## config.mk

```make
export PLATFORM = sky130hd
export DESIGN_NAME = pc_sequencer_flat
export DESIGN_NICKNAME = d
export VERILOG_FILES = /design/src/rtl/pc_sequencer_if.sv /design/src/rtl/pc_sequencer.sv /design/src/flat_wrapper.sv
export SDC_FILE = /design/constraint.sdc
export NUM_CORES = 1
export LEC_CHECK = 0
export BUFFER_PORTS_ARGS = -buffer_cell sky130_fd_sc_hd__buf_2
export CORE_ASPECT_RATIO = 1.25
export CORE_MARGIN = 4
export CORE_UTILIZATION = 45
export CTS_BUF_LIST = sky130_fd_sc_hd__clkbuf_2 sky130_fd_sc_hd__clkbuf_4 sky130_fd_sc_hd__clkbuf_8
export DETAILED_ROUTE_END_ITERATION = 8
export PLACE_DENSITY = 0.66
export SLEW_MARGIN = 10
export SYNTH_ARGS = -nofsm -noshare
export SYNTH_HDL_FRONTEND = slang
export SYNTH_SLANG_ARGS = --single-unit
export TNS_END_PERCENT = 100
```

## constraint.sdc

```tcl
create_clock -name in_clk -period 2.5 [get_ports in_clk]
set_clock_uncertainty 0.05 [all_clocks]
set_input_delay 0.25 -clock in_clk [delete_from_list [all_inputs] [get_ports in_clk]]
set_output_delay 0.25 -clock in_clk [all_outputs]
set_load 0.005 [all_outputs]
```

## src/rtl/pc_sequencer_if.sv

```systemverilog
// pc_sequencer_if
// Groups the PC sequencer's control, flag, target and status signals.
// The clock and reset stay outside the interface as plain ports.
//   master : pipeline control side; drives controls, flags and target, observes status
//   slave  : the sequencer itself; the mirror image of master
// Signals:
//   in_stall, in_ctrl_jump, in_ctrl_branch, in_ctrl_btype[2:0], in_ctrl_call, in_ctrl_ret
//   in_flag_zero, in_flag_neg, in_flag_carry, in_flag_ovf, in_target[ADDR_W-1:0]
//   out_pc[ADDR_W-1:0], out_flush, out_ras_empty, out_ras_full, out_ras_err
interface pc_sequencer_if #(
  parameter int unsigned ADDR_W = 32
);
  logic              in_stall;
  logic              in_ctrl_jump;
  logic              in_ctrl_branch;
  logic [2:0]        in_ctrl_btype;
  logic              in_ctrl_call;
  logic              in_ctrl_ret;
  logic              in_flag_zero;
  logic              in_flag_neg;
  logic              in_flag_carry;
  logic              in_flag_ovf;
  logic [ADDR_W-1:0] in_target;
  logic [ADDR_W-1:0] out_pc;
  logic              out_flush;
  logic              out_ras_empty;
  logic              out_ras_full;
  logic              out_ras_err;

  modport master (
    output in_stall, in_ctrl_jump, in_ctrl_branch, in_ctrl_btype, in_ctrl_call, in_ctrl_ret,
    output in_flag_zero, in_flag_neg, in_flag_carry, in_flag_ovf, in_target,
    input  out_pc, out_flush, out_ras_empty, out_ras_full, out_ras_err
  );

  modport slave (
    input  in_stall, in_ctrl_jump, in_ctrl_branch, in_ctrl_btype, in_ctrl_call, in_ctrl_ret,
    input  in_flag_zero, in_flag_neg, in_flag_carry, in_flag_ovf, in_target,
    output out_pc, out_flush, out_ras_empty, out_ras_full, out_ras_err
  );
endinterface

```

## src/rtl/pc_sequencer.sv

```systemverilog
// pc_sequencer
// Registered next-PC unit: owns the PC, evaluates branch conditions against the
// ALU flags, and handles jump/call/ret through a circular return-address stack.
// Ports:
//   in_clk    : system clock, rising edge
//   in_rst_n  : asynchronous active-low reset
//   bus       : pc_sequencer_if.slave (controls, flags, target in; pc, flush, RAS status out)
module pc_sequencer #(
  parameter int unsigned          ADDR_W    = 32,
  parameter logic [ADDR_W-1:0]    RESET_PC  = '0,
  parameter logic [ADDR_W-1:0]    PC_INC    = ADDR_W'(1),
  parameter int unsigned          RAS_DEPTH = 4
) (
  input  logic            in_clk,
  input  logic            in_rst_n,
  pc_sequencer_if.slave   bus
);

  localparam int unsigned PTR_W = (RAS_DEPTH > 1) ? $clog2(RAS_DEPTH) : 1;
  localparam int unsigned CNT_W = $clog2(RAS_DEPTH + 1);
  localparam logic [PTR_W-1:0] PTR_LAST = PTR_W'(RAS_DEPTH - 1);
  localparam logic [CNT_W-1:0] CNT_MAX  = CNT_W'(RAS_DEPTH);

  logic [ADDR_W-1:0] pc_q, pc_next, pc_seq, ras_top;
  logic              flush_q, flush_next;
  logic              empty_q, full_q, err_q;
  logic [PTR_W-1:0]  sp_q, sp_next, sp_inc, sp_dec;
  logic [CNT_W-1:0]  cnt_q, cnt_next;
  logic              push, pop, err_set, taken;
  logic [ADDR_W-1:0] ras_mem [RAS_DEPTH];

  // sp_q points at the slot the next push writes; the stack is circular so an
  // overflowing push simply overwrites the oldest entry.
  assign sp_inc  = (sp_q == PTR_LAST) ? '0 : sp_q + PTR_W'(1);
  assign sp_dec  = (sp_q == '0) ? PTR_LAST : sp_q - PTR_W'(1);
  assign ras_top = ras_mem[sp_dec];
  assign pc_seq  = pc_q + PC_INC;

  always_comb begin
    taken = 1'b0;
    case (bus.in_ctrl_btype)
      3'd0:    taken = bus.in_flag_zero;
      3'd1:    taken = bus.in_flag_neg;
      3'd2:    taken = !bus.in_flag_zero;
      3'd3:    taken = !bus.in_flag_neg && !bus.in_flag_zero;
      3'd4:    taken = bus.in_flag_carry;
      3'd5:    taken = bus.in_flag_ovf;
      3'd6:    taken = 1'b1;
      default: taken = 1'b0;
    endcase
  end

  always_comb begin
    pc_next    = pc_seq;
    flush_next = 1'b0;
    push       = 1'b0;
    pop        = 1'b0;
    err_set    = 1'b0;
    if (bus.in_stall) begin
      pc_next = pc_q;
    end else if (bus.in_ctrl_ret) begin
      if (cnt_q != '0) begin
        pc_next    = ras_top;
        pop        = 1'b1;
        flush_next = 1'b1;
      end else begin
        err_set = 1'b1;   // underflow: fall through to sequential PC
      end
    end else if (bus.in_ctrl_call) begin
      pc_next    = bus.in_target;
      push       = 1'b1;
      flush_next = 1'b1;
      err_set    = (cnt_q == CNT_MAX);
    end else if (bus.in_ctrl_jump) begin
      pc_next    = bus.in_target;
      flush_next = 1'b1;
    end else if (bus.in_ctrl_branch && taken) begin
      pc_next    = bus.in_target;
      flush_next = 1'b1;
    end
  end

  always_comb begin
    cnt_next = cnt_q;
    sp_next  = sp_q;
    if (push) begin
      sp_next = sp_inc;
      if (cnt_q != CNT_MAX) cnt_next = cnt_q + CNT_W'(1);
    end else if (pop) begin
      sp_next  = sp_dec;
      cnt_next = cnt_q - CNT_W'(1);
    end
  end

  always_ff @(posedge in_clk or negedge in_rst_n) begin
    if (!in_rst_n) begin
      pc_q    <= RESET_PC;
      flush_q <= 1'b0;
      sp_q    <= '0;
      cnt_q   <= '0;
      empty_q <= 1'b1;
      full_q  <= 1'b0;
      err_q   <= 1'b0;
    end else begin
      pc_q    <= pc_next;
      flush_q <= flush_next;
      sp_q    <= sp_next;
      cnt_q   <= cnt_next;
      empty_q <= (cnt_next == '0);
      full_q  <= (cnt_next == CNT_MAX);
      if (err_set) err_q <= 1'b1;
    end
  end

  // Entries need no reset: a zero count makes stale contents unreachable.
  always_ff @(posedge in_clk) begin
    if (push) ras_mem[sp_q] <= pc_seq;
  end

  assign bus.out_pc        = pc_q;
  assign bus.out_flush     = flush_q;
  assign bus.out_ras_empty = empty_q;
  assign bus.out_ras_full  = full_q;
  assign bus.out_ras_err   = err_q;

endmodule

```

## src/flat_wrapper.sv

```systemverilog
// flat-port wrapper written by rule: the top's interface ports become plain ports
module pc_sequencer_flat 
#(
  parameter int unsigned          ADDR_W    = 32,
  parameter logic [ADDR_W-1:0]    RESET_PC  = '0,
  parameter logic [ADDR_W-1:0]    PC_INC    = ADDR_W'(1),
  parameter int unsigned          RAS_DEPTH = 4
)
  (in_clk, in_rst_n, bus_in_stall, bus_in_ctrl_jump, bus_in_ctrl_branch, bus_in_ctrl_btype, bus_in_ctrl_call, bus_in_ctrl_ret, bus_in_flag_zero, bus_in_flag_neg, bus_in_flag_carry, bus_in_flag_ovf, bus_in_target, bus_out_pc, bus_out_flush, bus_out_ras_empty, bus_out_ras_full, bus_out_ras_err);
  pc_sequencer_if #(.ADDR_W(ADDR_W)) bus_i ();
  input  logic in_clk;
  input  logic in_rst_n;
  input wire logic [$bits(bus_i.in_stall)-1:0] bus_in_stall;
  input wire logic [$bits(bus_i.in_ctrl_jump)-1:0] bus_in_ctrl_jump;
  input wire logic [$bits(bus_i.in_ctrl_branch)-1:0] bus_in_ctrl_branch;
  input wire logic [$bits(bus_i.in_ctrl_btype)-1:0] bus_in_ctrl_btype;
  input wire logic [$bits(bus_i.in_ctrl_call)-1:0] bus_in_ctrl_call;
  input wire logic [$bits(bus_i.in_ctrl_ret)-1:0] bus_in_ctrl_ret;
  input wire logic [$bits(bus_i.in_flag_zero)-1:0] bus_in_flag_zero;
  input wire logic [$bits(bus_i.in_flag_neg)-1:0] bus_in_flag_neg;
  input wire logic [$bits(bus_i.in_flag_carry)-1:0] bus_in_flag_carry;
  input wire logic [$bits(bus_i.in_flag_ovf)-1:0] bus_in_flag_ovf;
  input wire logic [$bits(bus_i.in_target)-1:0] bus_in_target;
  output wire logic [$bits(bus_i.out_pc)-1:0] bus_out_pc;
  output wire logic [$bits(bus_i.out_flush)-1:0] bus_out_flush;
  output wire logic [$bits(bus_i.out_ras_empty)-1:0] bus_out_ras_empty;
  output wire logic [$bits(bus_i.out_ras_full)-1:0] bus_out_ras_full;
  output wire logic [$bits(bus_i.out_ras_err)-1:0] bus_out_ras_err;
  assign bus_i.in_stall = bus_in_stall;
  assign bus_i.in_ctrl_jump = bus_in_ctrl_jump;
  assign bus_i.in_ctrl_branch = bus_in_ctrl_branch;
  assign bus_i.in_ctrl_btype = bus_in_ctrl_btype;
  assign bus_i.in_ctrl_call = bus_in_ctrl_call;
  assign bus_i.in_ctrl_ret = bus_in_ctrl_ret;
  assign bus_i.in_flag_zero = bus_in_flag_zero;
  assign bus_i.in_flag_neg = bus_in_flag_neg;
  assign bus_i.in_flag_carry = bus_in_flag_carry;
  assign bus_i.in_flag_ovf = bus_in_flag_ovf;
  assign bus_i.in_target = bus_in_target;
  assign bus_out_pc = bus_i.out_pc;
  assign bus_out_flush = bus_i.out_flush;
  assign bus_out_ras_empty = bus_i.out_ras_empty;
  assign bus_out_ras_full = bus_i.out_ras_full;
  assign bus_out_ras_err = bus_i.out_ras_err;
  pc_sequencer #(.ADDR_W(ADDR_W), .RESET_PC(RESET_PC), .PC_INC(PC_INC), .RAS_DEPTH(RAS_DEPTH)) u_core (.in_clk(in_clk), .in_rst_n(in_rst_n), .bus(bus_i));
endmodule
```

==> flow_summary.ini <==
[clocking]
root_buffer = clkbuf_8
clockBufferDepth = 2
clock_sinks = 169
cts_tree = yes
htreeDepth = 4
clk_latency_ns = 0.46
numCtsBuffers = 17
cts.reportedPaths.clkPinSlew_ns = 0.09

[yosys]
async_reset_ff_share_pct = 24.3
synth.top_cell.area_share_pct = 48.5
synth_seq_cells = 169
synth_edf_count = 128
syn_nets = 614
synth_flop_cell = edfxtp_1
seq_area_frac_synth_pct = 61.4
syn_area_um2 = 7930
synth_area_leaders = edfxtp_1 48%, dfrtp_1 13%, mux4_2 7.1%, a221oi_1 2.2%, xnor2_1 2.0%
synth_cells = 560
synth_most_common_cell = edfxtp_1
ys_top_cells_by_count = 128 x edfxtp_1, 40 x dfrtp_1, 32 x nand2_1
ys_warn_count = 0
post_synth_num_cell_types = 74
syn_avg_cell_area_um2 = 14.2
netlist.top_cell.by_area = edfxtp_1

[floorplan]
dieArea_um2 = 19800
dieWidth_um = 127
rows = 54
core-area_um2 = 17400
initial_core_util_pct = 45.7
die_h_um = 156
io_pins = 82

[min_path]
hold_path_class = in2reg

[critical_path]
cp_slowest_cell = dfrtp_1
cp-end-kind = register
crit_required_ns = 2.80
max_stage_delay_ns = 0.43
startpoint_type = register
crit_arrival_ns = 2.68
crit_start = u_core.bus.out_pc[0]
worstRegToRegCells = 8
timing_worst_setup_path_type = reg2reg
worstPathMaxFanout = 6
crit_path_end = u_core.bus.out_pc[26]
cp.depth = 8
crit_top_cell = buf_4
critPathTopFamily = simple AND/OR/NAND/NOR gates
path_buf_inv = 2
reg2reg_setup_slack_ns = 0.12
worstReg2RegStart = u_core.bus.out_pc[0]
path_cells = ha_1, nand4_1, buf_4, nor4_4, buf_4, and3_1, a2111oi_1, a221oi_1
r2r_end = u_core.bus.out_pc[26]

[timing]
finalHoldViolCount = 0
tightest_slew_ns = 0.872
clock.fmax_mhz = 420
fin_crit_ns = 2.38
setup_violations = 0
finalCritPeriodShare_pct = 95.2
hold_ws_ns = 0.0660
slew_violations = 0
max_slew_margin_pct = 41.9

[power_and_ir_drop]
p_total_mw = 10.4
max-vdd-ir-drop_uv = 602
power_density_nw_per_um2 = 1110
power.leakage_nw = 3.41

[cells_and_area]
seq_area_um2 = 4870
multi_input_area_um2 = 2870
area_growth_pct = 18.7
nFillCells = 1414
layout-drive-gt1-share_pct = 30.3
diodes = 0
fin_nets = 725

[detailed_routing]
first_iter_violations = 527
drt-total-wl_mm = 20.8
wl_per_cell_um = 22.9
drt_pass1_iterations = 5
vias_per_cell = 6.13
drc = 0
ant_nets = 0
dr_total_vias = 5566

[place]
place_congestion = 0.834
io_buffers = 81
dpl.hpwl_mm = 13.7

[grt]
grt.total_usage_pct = 21.2
grt_overflow = 0
grt_pass1_vias = 5656
antenna_found_initial = 0
grt_pass1_wl_mm = 32.1
grt_max_degree = 37

[status]
status = finished clean

[flow_run]
timing.max_cap.violations = 0
state kept, by name (all words and copies together), names as in the netlist:
register                  flops
u_core.cnt_q                  3
u_core.bus.out_flush          1
u_core.ras_mem              128
u_core.bus.out_ras_err        1
u_core.bus.out_ras_full       1
u_core.sp_q                   2
u_core.bus.out_pc            32
u_core.bus.out_ras_empty      1
routing by layer:
layer  part of all wire (%)  GRT usage, %  up-vias
li1                       -             -     2484
met1                     41          26.9     2847
met2                     53          36.9      216
met3                    5.5          3.62       19
met4                    1.2          7.10        0
met5                      0             0        -
repair_timing:
action                                 in CTS  in global routing
setup buffers                               0                  0
endpoints found under the hold margin      23                  0
gates resized for setup                     0                  7
hold buffers                                3                  0
setup endpoints to repair                   0                 27
logic make-up after synthesis:
family,share of synthesized area [%]
flops,61.4
simple gates,10.9
compound gates,11.6
buf+inv,2.78
mux,9.42
xor+xnor,2.65
fa+ha+maj,1.26
worst min-delay path: cells and delay by family:
kind | cells | cell delay, ns
buf+inv | 1 | 0.08
compound gates | 2 | 0.20
cell type report:
cell class                      instances  area share, %
Clock inverter                         11           1.81
Multi-Input combinational cell        338           30.5
Tap cell                              224           2.98
Sequential cell                       169           51.7
Timing Repair Buffer                  125           9.31
Inverter                               20          0.797
Clock buffer                           21           2.87
through the flow:
stage / cells / utilization (%) / setup TNS [ns] / setup slack, ns / area (um^2)
2_1_floorplan: 560 / - / 0 / 0.118 / 7930
3_3_place_gp: 872 / 51.2 / 0 / 0.108 / 8900
3_5_place_dp: 872 / 51.2 / 0 / 0.0388 / 8900
4_1_cts: 907 / 54.0 / 0 / 0.00719 / 9370
5_1_grt: 908 / 54.2 / -0.0350 / -0.0296 / 9420
6_report: 908 / 54.2 / 0 / 0.119 / 9420
how the worst min path moves through the flow:
stage,start,endpoint,slack (ns),depth (start not counted)
floorplan,in_rst_n,u_core.bus.out_flush,-0.1,0
global placement,in_rst_n,u_core.bus.out_pc[8],0.26,1
detailed placement,in_rst_n,u_core.bus.out_pc[8],0.25,1
CTS,bus_in_target[14],u_core.bus.out_pc[14],0.03,3
global route,bus_in_target[6],u_core.bus.out_pc[6],0.05,3
finish,bus_in_target[3],u_core.bus.out_pc[3],0.07,3
report_power, final:
group / leakage, nW / switching (mW) / internal (mW)
Combinational: 1.57 / 2.17 / 1.92
Sequential: 1.62 / 0.454 / 3.75
Clock: 0.217 / 0.969 / 1.15
cell usage in the layout (no fill, tap or decap), drive strengths merged, types with 4 or more instances in the layout:
cell       n
o31a       4
bufinv     4
mux4      25
clkinv     4
nor2      12
a211oi     4
clkbuf    22
and3       8
nand4     16
xor2       6
edfxtp   128
buf      121
a221oi    21
nand3     20
dfrtp     40
inv       20
o221ai     9
or2        9
nor3      13
o21ai     11
mux2i     15
nor4      11
xnor2     18
and4       5
a22oi      4
ha         8
a2bb2oi   13
a21oi     13
and2       5
nand2     32
(Power assumes the default switching activity.)
